## config.mk

```make
export PLATFORM = sky130hd
export DESIGN_NAME = or_gate_bist
export DESIGN_NICKNAME = d
export VERILOG_FILES = /design/src/rtl/or_gate_bist.sv
export SDC_FILE = /design/constraint.sdc
export NUM_CORES = 1
export LEC_CHECK = 0
export ABC_AREA = 1
export CAP_MARGIN = 30
export CORE_UTILIZATION = 40
export DETAILED_ROUTE_END_ITERATION = 16
export GPL_ROUTABILITY_DRIVEN = 1
export PLACE_DENSITY = 0.69
export SKIP_LAST_GASP = 1
export SLEW_MARGIN = 5
export SYNTH_ARGS = -nofsm -noshare
export SYNTH_HDL_FRONTEND = slang
export SYNTH_SLANG_ARGS = --single-unit
```

## constraint.sdc

```tcl
create_clock -name clk -period 4.2 [get_ports clk]
set_clock_uncertainty 0.05 [all_clocks]
set_input_delay 0.84 -clock clk [delete_from_list [all_inputs] [get_ports clk]]
set_output_delay 0.84 -clock clk [all_outputs]
set_load 0.01 [all_outputs]
```

## src/rtl/or_gate_bist.sv

```systemverilog
// Purpose: exhaustive built-in self test of a WIDTH-input OR gate. Every vector is applied, the response is compared, and failing vectors are captured.
// Latency: each vector takes SETTLE+1 cycles, so a run takes 2^WIDTH*(SETTLE+1) cycles of busy, followed by a one-cycle done pulse.
// Backpressure: err_valid/err_ready pops the capture FIFO; a failing vector that finds the FIFO full (and no pop that cycle) is dropped and overflow sticks.
module or_gate_bist #(
    parameter int               WIDTH  = 10,
    parameter logic [WIDTH-1:0] MASK   = 10'h1FF,
    parameter int               SETTLE = 1,
    parameter int               DEPTH  = 8
) (
    input  logic             clk,
    input  logic             rst,
    input  logic             start,
    output logic [WIDTH-1:0] dut_i,
    input  logic             dut_o,
    output logic             busy,
    output logic             done,
    output logic             pass,
    output logic [WIDTH:0]   err_count,
    output logic             err_valid,
    input  logic             err_ready,
    output logic [WIDTH-1:0] err_data,
    output logic             overflow
);

    // DEPTH is a power of two >= 2, so pointers wrap naturally at AW bits
    localparam int AW = $clog2(DEPTH);
    localparam int SW = (SETTLE > 1) ? $clog2(SETTLE) : 1;

    typedef enum logic [1:0] {
        IDLE    = 2'd0,
        APPLY   = 2'd1,
        COMPARE = 2'd2,
        DONE    = 2'd3
    } state_t;

    state_t           state;
    state_t           state_nxt;
    logic [SW-1:0]    settle_cnt;

    logic             start_run;
    logic             expected;
    logic             mismatch;
    logic [WIDTH:0]   err_count_nxt;

    logic [WIDTH-1:0] mem [DEPTH];
    logic [AW-1:0]    wr_ptr;
    logic [AW-1:0]    rd_ptr;
    logic [AW:0]      fifo_cnt;
    logic             full;
    logic             push;
    logic             pop;
    logic             drop;

    // Next-state decode and status outputs derived from the current state
    always_comb begin
        state_nxt = state;
        busy      = 1'b0;
        done      = 1'b0;
        case (state)
            IDLE: begin
                if (start) state_nxt = APPLY;
            end
            APPLY: begin
                busy = 1'b1;
                if (settle_cnt == SW'(SETTLE - 1)) state_nxt = COMPARE;
            end
            COMPARE: begin
                busy = 1'b1;
                if (dut_i == '1) state_nxt = DONE;
                else             state_nxt = APPLY;
            end
            DONE: begin
                done      = 1'b1;
                state_nxt = IDLE;
            end
            default: state_nxt = IDLE;
        endcase
    end

    // Response check and FIFO handshake qualifiers
    always_comb begin
        start_run     = (state == IDLE) && start;
        expected      = |(dut_i & MASK);
        mismatch      = (state == COMPARE) && (dut_o != expected);
        err_count_nxt = err_count + (WIDTH + 1)'(mismatch);
        full          = (fifo_cnt == (AW + 1)'(DEPTH));
        err_valid     = (fifo_cnt != '0);
        pop           = err_valid && err_ready;
        // a pop on the same edge frees the slot, so a full FIFO still accepts
        push          = mismatch && (!full || pop);
        drop          = mismatch && full && !pop;
        err_data      = err_valid ? mem[rd_ptr] : '0;
    end

    // FSM state register
    always_ff @(posedge clk) begin
        if (rst) state <= IDLE;
        else     state <= state_nxt;
    end

    // Counts the hold cycles of the current vector while in APPLY
    always_ff @(posedge clk) begin
        if (rst)                                          settle_cnt <= '0;
        else if (state == APPLY && state_nxt == APPLY)    settle_cnt <= settle_cnt + SW'(1);
        else                                              settle_cnt <= '0;
    end

    // Stimulus vector: cleared at run start, stepped after each compare, held at the end
    always_ff @(posedge clk) begin
        if (rst)                                        dut_i <= '0;
        else if (start_run)                             dut_i <= '0;
        else if (state == COMPARE && dut_i != '1)       dut_i <= dut_i + WIDTH'(1);
    end

    // Run results: mismatch count, sticky overflow, and pass latched on the way into DONE
    always_ff @(posedge clk) begin
        if (rst || start_run) begin
            err_count <= '0;
            overflow  <= 1'b0;
            pass      <= 1'b0;
        end else if (state == COMPARE) begin
            err_count <= err_count_nxt;
            if (drop)               overflow <= 1'b1;
            if (state_nxt == DONE)  pass     <= (err_count_nxt == '0);
        end
    end

    // Capture FIFO pointers and occupancy; reset and run start empty it
    always_ff @(posedge clk) begin
        if (rst || start_run) begin
            wr_ptr   <= '0;
            rd_ptr   <= '0;
            fifo_cnt <= '0;
        end else begin
            if (push) wr_ptr <= wr_ptr + AW'(1);
            if (pop)  rd_ptr <= rd_ptr + AW'(1);
            case ({push, pop})
                2'b10:   fifo_cnt <= fifo_cnt + (AW + 1)'(1);
                2'b01:   fifo_cnt <= fifo_cnt - (AW + 1)'(1);
                default: fifo_cnt <= fifo_cnt;
            endcase
        end
    end

    // Capture FIFO storage; contents are masked by err_valid so no reset is needed
    always_ff @(posedge clk) begin
        if (push) mem[wr_ptr] <= dut_i;
    end

endmodule

```

# == Word-level counts from Yosys, hierarchy flattened ==
# Memory sizes are Yosys's and may differ from the RTL's. A register that Yosys moved wholly into a read port is not among the register bits.
# Index checks and enable logic that the tools add are counted.
# classes
bitwise,1
reduce_logical,22
muxes,12
eq_ne,11
n_addsub,7
# op_table
operator,count
adder 11 x 1 -> 11 bit,1
logical NOT 11 bit,1
"adder 10 x 1 -> 10 bit, second input constant",1
"== test 10 bit, second input constant",1
2-to-1 mux 10 bit,1
"inequality test 10 bit, second input constant",1
OR reduction 9 bit,1
"== test 2 bit, second input constant",4
logical AND 1 bit,8
case mux 2 bit (4 select lines),1
case mux 4 bit (2 select lines),1
"adder 3 x 1 -> 3 bit, second input constant",2
"== test 2 x 1 -> 1 bit, second input constant",3
2-to-1 mux 2 bit,3
2-to-1 mux 3 bit,2
OR reduction 2 bit,3
"adder 4 x 1 -> 4 bit, second input constant",1
"== test 4 bit, second input constant",1
2-to-1 mux 1 bit,4
AND reduction 2 bit,2
nonzero test 4 bit,1
"subtractor 4 x 1 -> 4 bit, second input constant",1
logical NOT 1 bit,2
logical NOT 2 bit,1
other kinds (5),6
# word_totals
ram_bits,80
register_bits,36
n_memories,1
wordCells,63
inputBits,5
out_inout_bits,36
# memory_table
memory,words,width,rd,rd_ports_with_merged_regs,wr,line,rtl
mem,8,10,1,1,1,45,logic [WIDTH-1:0] mem [DEPTH];

# == Logic depth before layout (Yosys ltp) ==
# Gate-level depths: netlist of run 1.
# logic_depth
depth_word,7
depth_mapped,21
ltp_nobuf,21

# == Worst setup path before layout of run 1 ==
# Ideal clock, no wire load.
# synth_timing
path_type,flip-flop to flip-flop
from,reg dut_i[0]
to,reg fifo_cnt[3]
arrival_ns,2.334
path_buffers,0
path_slack_ns,1.697
stages_incl_launch_ff,17
setup_time_ns,0.119
required_ns,4.031
synth_period_minus_slack_ns,2.503
cell_sequence,dfxtp_1 inv_1 ha_1 nand2_1 nor3_2 nand3b_1 nand4_2 ha_1 ha_1 nand2_1 nand2_1 a21oi_1 nor2_1 nor2_1 nand2_1 o21ai_0 a21oi_1
# synth_between
elab_chain_cells,6
elab_cells_between_ends,8
classes_between,3 x eq/ne; 1 x mux; 4 x reduce/logical
# synth_lines
element,line,rtl
from (decl),13,"output logic [WIDTH-1:0] dut_i,"
from (signal assigned),112,else if (state == COMPARE && dut_i != '1) dut_i <= dut_i + WIDTH'(1);
OR reduction 9 bit *,83,expected = |(dut_i & MASK);
inequality test 1 bit *,84,mismatch = (state == COMPARE) && (dut_o != expected);
logical AND 1 bit *,84,
logical AND 1 bit *,90,push = mismatch && (!full || pop);
== test 2 x 1 -> 1 bit / == test 2 bit (equally long branches),137,"case ({push, pop})"
case mux 4 bit (2 select lines) / nonzero test 2 bit (equally long branches),n/a,
to (signal assigned),138,2'b10: fifo_cnt <= fifo_cnt + (AW + 1)'(1);
to (signal assigned),139,2'b01: fifo_cnt <= fifo_cnt - (AW + 1)'(1);
to (signal assigned),140,default: fifo_cnt <= fifo_cnt;
to (decl),48,logic [AW:0] fifo_cnt;
# Mark *: on every way between the ends. The rest lies on a longest branch, timed or not.
# A chain may end at the register's enable or synchronous reset.

==> flow_summary.yaml, run 1 <==
floorplan:
  dieWidth_um: 118
  core_area_mm2: 0.0132
  start_util_pct: 40.8
  die_h_um: 118
  die_area_mm2: 0.0139
  io_pins: 41
  rows: 42
place:
  placed_cell_area_mm2: 0.00599
  hpwlAfterDp_mm: 7.64
  placedCellCount: 764
  port_buffers: 40
  place_congestion: 0.847
cts:
  numCtsBuffers: 17
  cts_setup_buffers: 0
  htree_levels: 4
  cts_sinks: 119
  clockRootBuffer: "clkbuf_16"
  cts_resized: 0
  clk_latency_ns: 0.42
  cts_tree: "yes"
  cts.clk_slew.worst_paths_ns: 0.06
  cts_max_path_buffers: 2
  hold_buffers: 0
synthesis:
  synth-seq-cells: 119
  yosysTopAreaCell: "edfxtp_1"
  synth_edf_count: 80
  netlist_top_cells_area: "edfxtp_1 (45%), dfxtp_1 (15%), nor2_1 (8.4%)"
  synth_ff_type: "edfxtp_1"
  synth_cell_types: 37
  syn_area_mm2: 0.00538
  syn_nets: 577
  async_flop_share_pct: 0
  ys_seq_area_share_pct: 59.2
  ys_warn_count: 0
  synth_top_area_share_pct: 44.7
  syn_avg_cell_area_um2: 9.66
  synthCells: 557
timing:
  relSlewSlack_pct: 52.9
  slew_viol_final: 0
  fmax_mhz: 275
  tns_ns: 0
  rsz0062_at_grt: "no"
  fin_crit_ns: 3.63
  final-hold-violation-count: 0
  worst_slew_pin_slew_ns: 0.706
  setup_violations: 0
  finalCritPeriodShare_pct: 86.5
global_routing:
  grt_overflow: 0
  antenna_found_initial: 0
  grt_max_degree: 32
  grt_pass1_vias: 3998
  grt_use_total_pct: 18.3
  grt_pass1_wl_mm: 19.5
layout:
  mostFrequentLayoutCells: "nor2_1 (120), edfxtp_1 (80), nand2_1 (77)"
  final_cells: 797
  fin_area_mm2: 0.00658
  diodes: 0
  area_delta_synth_final_pct: 22.4
  drive_above_1_share_pct: 11.8
  final_util_pct: 49.9
  finalNetCount: 628
  fillerInstances: 1168
  final_common_cell: "nor2_1"
critical_path:
  end_kind: "primary output"
  criticalPathCategory: "flop to primary output"
  r2r-start: "dut_i[0]$_SDFFE_PP0P_"
  critPathMaxFanout: 28
  crit_arrival_ns: 2.74
  crit_required_ns: 3.31
  start_kind: "flop"
worst_hold_path:
  hold_class: "flop to flop"
  hold_start: "settle_cnt$_SDFF_PP0_"
drt:
  drt-initial-drc-count: 377
  postRouteAntennaNets: 0
  wl_mm: 11.9
  drc: 0
  avgViaCountPerCell: 5.11
  num_vias: 4072
  drt_first_pass_iters: 5
  wire_per_inst_um: 14.9
pwr:
  powerDensity_mw_per_mm2: 428
  p_leak_nw: 2.43
  ir_drop_v: 0.000277
flow_run:
  drv_cap: 0
run_status:
  outcome: "finished, final reports clean"
-- state kept, by name, indices dropped and copies added (netlist names), 2 cells and up, named ones only --
register and flops:
mem 80, err_count 11, dut_i 10, fifo_cnt 4, rd_ptr 3, wr_ptr 3, state 2
-- path summary, 6_finish.rpt --
check                     endpoint  slack, ns  cells past startpoint
max                    err_data[7]       0.57                      7
max reg2reg      pass$_SDFFE_PP0P_       1.30                     20
min          settle_cnt$_SDFF_PP0_       0.41                      1
min reg2reg  settle_cnt$_SDFF_PP0_       0.41                      1
-- cell families (layout without fill, tap and decap cells) --
kind of cell	Yosys count	after routing	share of synthesized area [%]
AND/OR/NAND/NOR	242	242	19.1
flip-flops	119	119	59.2
AO/OA/AOI/OAI	102	102	11.5
buffers and inverters	72	136	5.49
adder cells (fa/ha/maj)	15	15	3.63
XOR/XNOR	7	7	1.14
-- power by group --
group	switching, mW	internal, mW	total (mW)	leakage (nW)
sequential	0.0145	1.25	1.26	1.05
clock	0.564	0.824	1.39	0.269
combinational	0.0974	0.0666	0.164	1.11
-- per-stage QoR --
stage	hold slack [ns]	power, mW	worst slack [ns]
floorplan	0.371	1.39	1.70
global placement	0.385	1.45	1.06
detailed placement	0.403	1.45	1.01
CTS	0.413	2.83	0.513
global route	0.426	2.90	0.377
finish	0.408	2.82	0.566
-- synth_stat cells (all sizes together) (2+ instances only) --
cell and instances:
a21oi 26, xor2 3, nand4 3, nor2 127
or2 2, nor4 2, nor3 10, o21ai 53
edfxtp 80, dfxtp 39, xnor2 4, nand3 15
buf 7, inv 52, ha 14, nand2 82
clkbuf 12, o32ai 20
-- critical path: stages, from the launching register on --
cell and delay (ns):
dfxtp_1 0.48, inv_1 0.43, buf_12 0.23, nor2_1 0.05, o32ai_1 0.25, o21ai_1 0.11
nor2_1 0.19, clkdlybuf4s50_1 0.57
-- cell type report --
class                   instances  area, um2  share of cell area (%)
repair buffers                 51        513                    7.79
well taps                     176        220                    3.34
inverters                      53        199                    3.02
flip-flops and latches        119       3180                    48.3
clock inverters                15        143                    2.17
clock buffers                  17        425                    6.46
multi-input cells             366       1900                    28.9
-- metal layers --
| layer | GRT usage (%) | vias up | routed length, um | share of wire, % |
|---|---|---|---|---|
| met3 | 4.84 | 23 | 556 | 4.7 |
| li1 | - | 1998 | - | - |
| met1 | 23.2 | 1921 | 5300 | 45 |
| met5 | 0 | - | 0 | 0 |
| met2 | 29.3 | 130 | 5760 | 48 |
| met4 | 8.01 | 0 | 269 | 2.3 |
(Power assumes the default switching activity.)
==> run 2: changes to the inputs <==
--- a/config.mk
+++ b/config.mk
@@ -8,11 +8,12 @@
 export ABC_AREA = 1
 export CAP_MARGIN = 30
 export CORE_UTILIZATION = 40
+export CTS_CLUSTER_DIAMETER = 100
 export DETAILED_ROUTE_END_ITERATION = 16
 export GPL_ROUTABILITY_DRIVEN = 1
+export MAX_ROUTING_LAYER = met4
 export PLACE_DENSITY = 0.69
 export SKIP_LAST_GASP = 1
-export SLEW_MARGIN = 5
 export SYNTH_ARGS = -nofsm -noshare
 export SYNTH_HDL_FRONTEND = slang
 export SYNTH_SLANG_ARGS = --single-unit
==> flow_summary.yaml, run 2 (synthesis gave the netlist of run 1 again) <==
timing:
  final-hold-violation-count: 0
  fin_crit_ns: 3.75
  setup_violations: 0
  finalCritPeriodShare_pct: 89.2
  worst_slew_pin_slew_ns: 0.999
  tns_ns: 0
  fmax_mhz: 267
  slew_viol_final: 0
  rsz0062_at_grt: "no"
  timing.hold.ws_ns: 0.410
  relSlewSlack_pct: 33.3
pwr:
  p_leak_nw: 2.43
  powerDensity_mw_per_mm2: 439
  ir_drop_v: 0.000341
cts:
  numCtsBuffers: 17
  clk_latency_ns: 0.40
  cts_tree: "yes"
  hold_buffers: 0
  clockRootBuffer: "clkbuf_16"
  cts_sinks: 119
  cts.clk_slew.worst_paths_ns: 0.06
  cts_setup_buffers: 0
  cts_resized: 0
  cts_max_path_buffers: 2
  htree_levels: 4
critical_path:
  crit_arrival_ns: 2.86
  r2r-start: "dut_i[0]$_SDFFE_PP0P_"
  end_kind: "primary output"
  criticalPathCategory: "flop to primary output"
  reg2regPathDepth: 19
  r2r-end: "pass$_SDFFE_PP0P_"
  crit_required_ns: 3.31
  critPathMaxFanout: 27
  reg2reg_slack_ns: 1.20
  start_kind: "flop"
drt:
  drc: 0
  wire_per_inst_um: 15.9
  num_vias: 4078
  postRouteAntennaNets: 0
  drt-initial-drc-count: 371
  avgViaCountPerCell: 5.13
  drt_first_pass_iters: 5
  wl_mm: 12.6
floorplan:
  rows: 42
  core_area_mm2: 0.0132
  die_h_um: 118
  start_util_pct: 40.8
  io_pins: 41
  dieWidth_um: 118
  die_area_mm2: 0.0139
layout:
  largest_register: "mem"
  area_delta_synth_final_pct: 22.3
  multi_input_area_mm2: 0.00190
  finalNetCount: 627
  fillerInstances: 1179
  seq_area_mm2: 0.00318
  final_common_cell: "nor2_1"
  largest_reg_flops: 80
  reg_top3: "mem x80, err_count x11, dut_i x10"
  final_cells: 795
  diodes: 0
  mostFrequentLayoutCells: "nor2_1 (120), edfxtp_1 (80), nand2_1 (77)"
  drive_above_1_share_pct: 11.3
worst_hold_path:
  hold_class: "flop to flop"
  min_path_cells: 1
  holdPathEnd: "settle_cnt$_SDFF_PP0_"
  hold_start: "settle_cnt$_SDFF_PP0_"
place:
  port_buffers: 40
  place_congestion: 0.871
  hpwlAfterDp_mm: 8.06
  placedCellCount: 764
flow_run:
  drv_cap: 0
run_status:
  outcome: "finished, final reports clean"
global_routing:
  grt_max_degree: 33
  grt_pass1_wl_mm: 20.4
  grt_use_total_pct: 19.7
  antenna_found_initial: 0
  grt_overflow: 0
  grt_pass1_vias: 4168
-- run 2: cell types whose count changed in the layout (fill, tap and decap cells not counted), sizes merged --
| cell | change |
|---|---|
| clkinv | +1 |
| clkbuf | -1 |
| clkinvlp | -1 |
| bufinv | +2 |
| inv | -3 |
-- run 2: routing by layer --
| metal | vias to the layer above | global-route usage [%] | routed length (um) |
|---|---|---|---|
| li1 | 1994 | - | - |
| met1 | 1889 | 22.0 | 5220 |
| met2 | 158 | 33.2 | 6310 |
| met3 | 37 | 4.31 | 688 |
| met4 | 0 | 9.70 | 424 |
| met5 | - | - | 0 |
-- run 2: layout make-up --
type,count,share of cell area (%)
Tap cell,176,3.35
Clock buffer,17,6.47
Clock inverter,14,2.64
Timing Repair Buffer,50,7.23
Sequential cell,119,48.4
Inverter,53,3.02
Multi-Input combinational cell,366,28.9
-- run 2: worst max-delay path by stage --
stage / end / slack (ns) / startpoint / depth (start not counted)
CTS: err_data[6] / 0.45 / flop / 6
global placement: err_data[9] / 1.05 / flop / 6
floorplan: fifo_cnt[3]$_SDFFE_PP0P_ / 1.70 / dut_i[0]$_SDFFE_PP0P_ / 16
finish: err_data[6] / 0.45 / flop / 6
detailed placement: err_data[6] / 0.96 / flop / 6
global route: err_data[6] / 0.28 / flop / 6
-- run 2: worst max-delay path, stage by stage, from the launching register on --
cell	delay, ns
dfxtp_1	0.90
buf_4	0.32
nor2_1	0.08
o32ai_1	0.36
nor2_1	0.08
nor2_1	0.15
clkdlybuf4s50_1	0.55
-- run 2: where the power goes --
part	switching (mW)	leakage, nW	total, mW	internal [mW]
sequential	0.0176	1.05	1.27	1.25
clock	0.525	0.284	1.46	0.933
combinational	0.0982	1.10	0.164	0.0655
total	0.641	2.43	2.89	2.25
-- run 2: metrics by stage --
| step | power, mW | area [um2] | worst slack (ns) | util, % |
|---|---|---|---|---|
| detailed placement | 1.45 | 5980 | 0.963 | 45.3 |
| finish | 2.89 | 6580 | 0.454 | 49.9 |
| global placement | 1.45 | 5980 | 1.05 | 45.3 |
| floorplan | 1.39 | 5380 | 1.70 | - |
| global route | 2.98 | 6580 | 0.279 | 49.9 |
| CTS | 2.90 | 6580 | 0.451 | 49.9 |
==> run 3: changes to the inputs <==
==> constraint.sdc (replaced) <==
create_clock -name clk -period 3.7 [get_ports clk]
set_clock_uncertainty 0.05 [all_clocks]
set_input_delay 0.74 -clock clk [delete_from_list [all_inputs] [get_ports clk]]
set_output_delay 0.74 -clock clk [all_outputs]
set_load 0.01 [all_outputs]
==> flow_summary.yaml, run 3 (synthesis gave the netlist of run 1 again) <==
timing:
  final-hold-violation-count: 0
  finalCritPeriodShare_pct: 93.1
  fin_crit_ns: 3.45
  fmax_mhz: 290
  setup_violations: 0
  relSlewSlack_pct: 36.7
  rsz0062_at_grt: "no"
  tns_ns: 0
  slew_viol_final: 0
  worst_slew_pin_slew_ns: 0.949
layout:
  largest_register: "mem"
  mostFrequentLayoutCells: "nor2_1 (120), edfxtp_1 (80), nand2_1 (77)"
  fin_area_mm2: 0.00659
  drive_above_1_share_pct: 12.3
  area_delta_synth_final_pct: 22.6
  final_common_cell: "nor2_1"
  fillerInstances: 1179
  largest_reg_flops: 80
  finalNetCount: 633
  diodes: 0
  reg_top3: "mem x80, err_count x11, dut_i x10"
  final_cells: 802
cts:
  cts.clk_slew.worst_paths_ns: 0.06
  numCtsBuffers: 17
  cts_setup_buffers: 0
  clk_latency_ns: 0.42
  htree_levels: 4
  cts_sinks: 119
  cts_tree: "yes"
  clockRootBuffer: "clkbuf_16"
  cts_resized: 0
  hold_buffers: 0
  cts_max_path_buffers: 2
global_routing:
  grt_busiest_layer: "met2"
  grt_overflow: 0
  use_met2_pct: 30.0
  use_met3_pct: 4.99
  grt_max_degree: 32
  antenna_found_initial: 0
  grt_pass1_wl_mm: 20.1
  grt_use_total_pct: 19.2
  grtUsageMet1_pct: 23.3
  grt_pass1_vias: 4084
drt:
  wl_mm: 11.9
  postRouteAntennaNets: 0
  avgViaCountPerCell: 5.06
  drc: 0
  drt-initial-drc-count: 305
  wire_per_inst_um: 14.8
  num_vias: 4056
  drt_first_pass_iters: 4
floorplan:
  die_area_mm2: 0.0139
  core_area_mm2: 0.0132
  rows: 42
  start_util_pct: 40.8
  io_pins: 41
  dieWidth_um: 118
  die_h_um: 118
pwr:
  switchingPower_mw: 0.768
  clkPwrFrac_pct: 49.3
  power_frac_comb_pct: 5.9
  powerDensity_mw_per_mm2: 485
  p_leak_nw: 2.46
  ir_drop_v: 0.000270
  power_frac_seq_pct: 44.9
  power.internal_mw: 2.43
  switching_share_pct: 24.0
critical_path:
  crit_arrival_ns: 2.66
  critical_path.max_stage_delay_ns: 0.94
  path_cells: "o21ai_0 > o32ai_1 > o21ai_0 > nor2_1 > clkdlybuf4s50_1"
  crit_slowest_cell: "dfxtp_1"
  criticalPathCategory: "flop to primary output"
  critPathMaxFanout: 31
  crit_required_ns: 2.91
  reg2reg_slack_ns: 0.77
  crit_family: "flip-flops"
  crit_top_cell: "o21ai_0"
  end_kind: "primary output"
  start_kind: "flop"
  r2r-start: "dut_i[0]$_SDFFE_PP0P_"
  r2r-end: "pass$_SDFFE_PP0P_"
  worst-path-buf-inv: 1
  reg2regPathDepth: 20
place:
  hpwlAfterDp_mm: 7.81
  port_buffers: 40
  placed_cell_area_mm2: 0.00602
  placedCellCount: 770
  place_congestion: 0.811
worst_hold_path:
  min_path_cells: 1
  hold_class: "flop to flop"
  hold_start: "settle_cnt$_SDFF_PP0_"
  holdPathEnd: "settle_cnt$_SDFF_PP0_"
flow_run:
  drv_cap: 0
run_status:
  outcome: "finished, final reports clean"
==> run 3: cell count changes in the layout (fill, tap and decap cells not counted), sizes merged <==
cell and delta:
inv +3, clkinvlp +2, clkinv -2, buf +6
bufinv -2
==> run 3: metal layers <==
metal,vias up,routed length (um)
met5,-,0
met2,102,5770
met4,0,221
met3,19,484
li1,2015,-
met1,1920,5430
==> run 3: cell type report <==
class | instances | area [um2] | area share (%)
sequential | 119 | 3180 | 48.3
multi-input combinational | 366 | 1900 | 28.8
timing repair buffer | 56 | 520 | 7.90
clock buffer | 17 | 425 | 6.45
tap | 176 | 220 | 3.34
inverter | 53 | 199 | 3.02
clock inverter | 15 | 144 | 2.18
==> run 3: power groups by stage <==
| stage | Combinational (mW) | Sequential [mW] | Clock, mW |
|---|---|---|---|
| detailed placement | 0.188 | 1.46 | 0 |
| floorplan | 0.124 | 1.46 | 0 |
| CTS | 0.189 | 1.43 | 1.60 |
| global placement | 0.182 | 1.46 | 0 |
| global route | 0.211 | 1.44 | 1.66 |
| finish | 0.188 | 1.44 | 1.58 |
==> run 3: worst max-delay path by stage <==
stage / endpoint / cells past startpoint / start
after floorplan: fifo_cnt[3]$_SDFFE_PP0P_ / 16 / dut_i[0]$_SDFFE_PP0P_
after global placement: pass$_SDFFE_PP0P_ / 17 / dut_o
after detailed placement: pass$_SDFFE_PP0P_ / 17 / dut_o
after CTS: err_data[2] / 5 / flop
after global routing: err_data[2] / 6 / flop
final: err_data[2] / 5 / flop
==> run 3: through the flow <==
step / worst slack (ns) / hold slack, ns / utilization (%) / total power, mW
final: 0.255 / 0.401 / 50.0 / 3.20
after global routing: 0.00101 / 0.437 / 50.0 / 3.31
after CTS: 0.234 / 0.402 / 50.0 / 3.22
after detailed placement: 0.648 / 0.394 / 45.7 / 1.65
after global placement: 0.700 / 0.384 / 45.7 / 1.64
after floorplan: 1.20 / 0.371 / - / 1.58
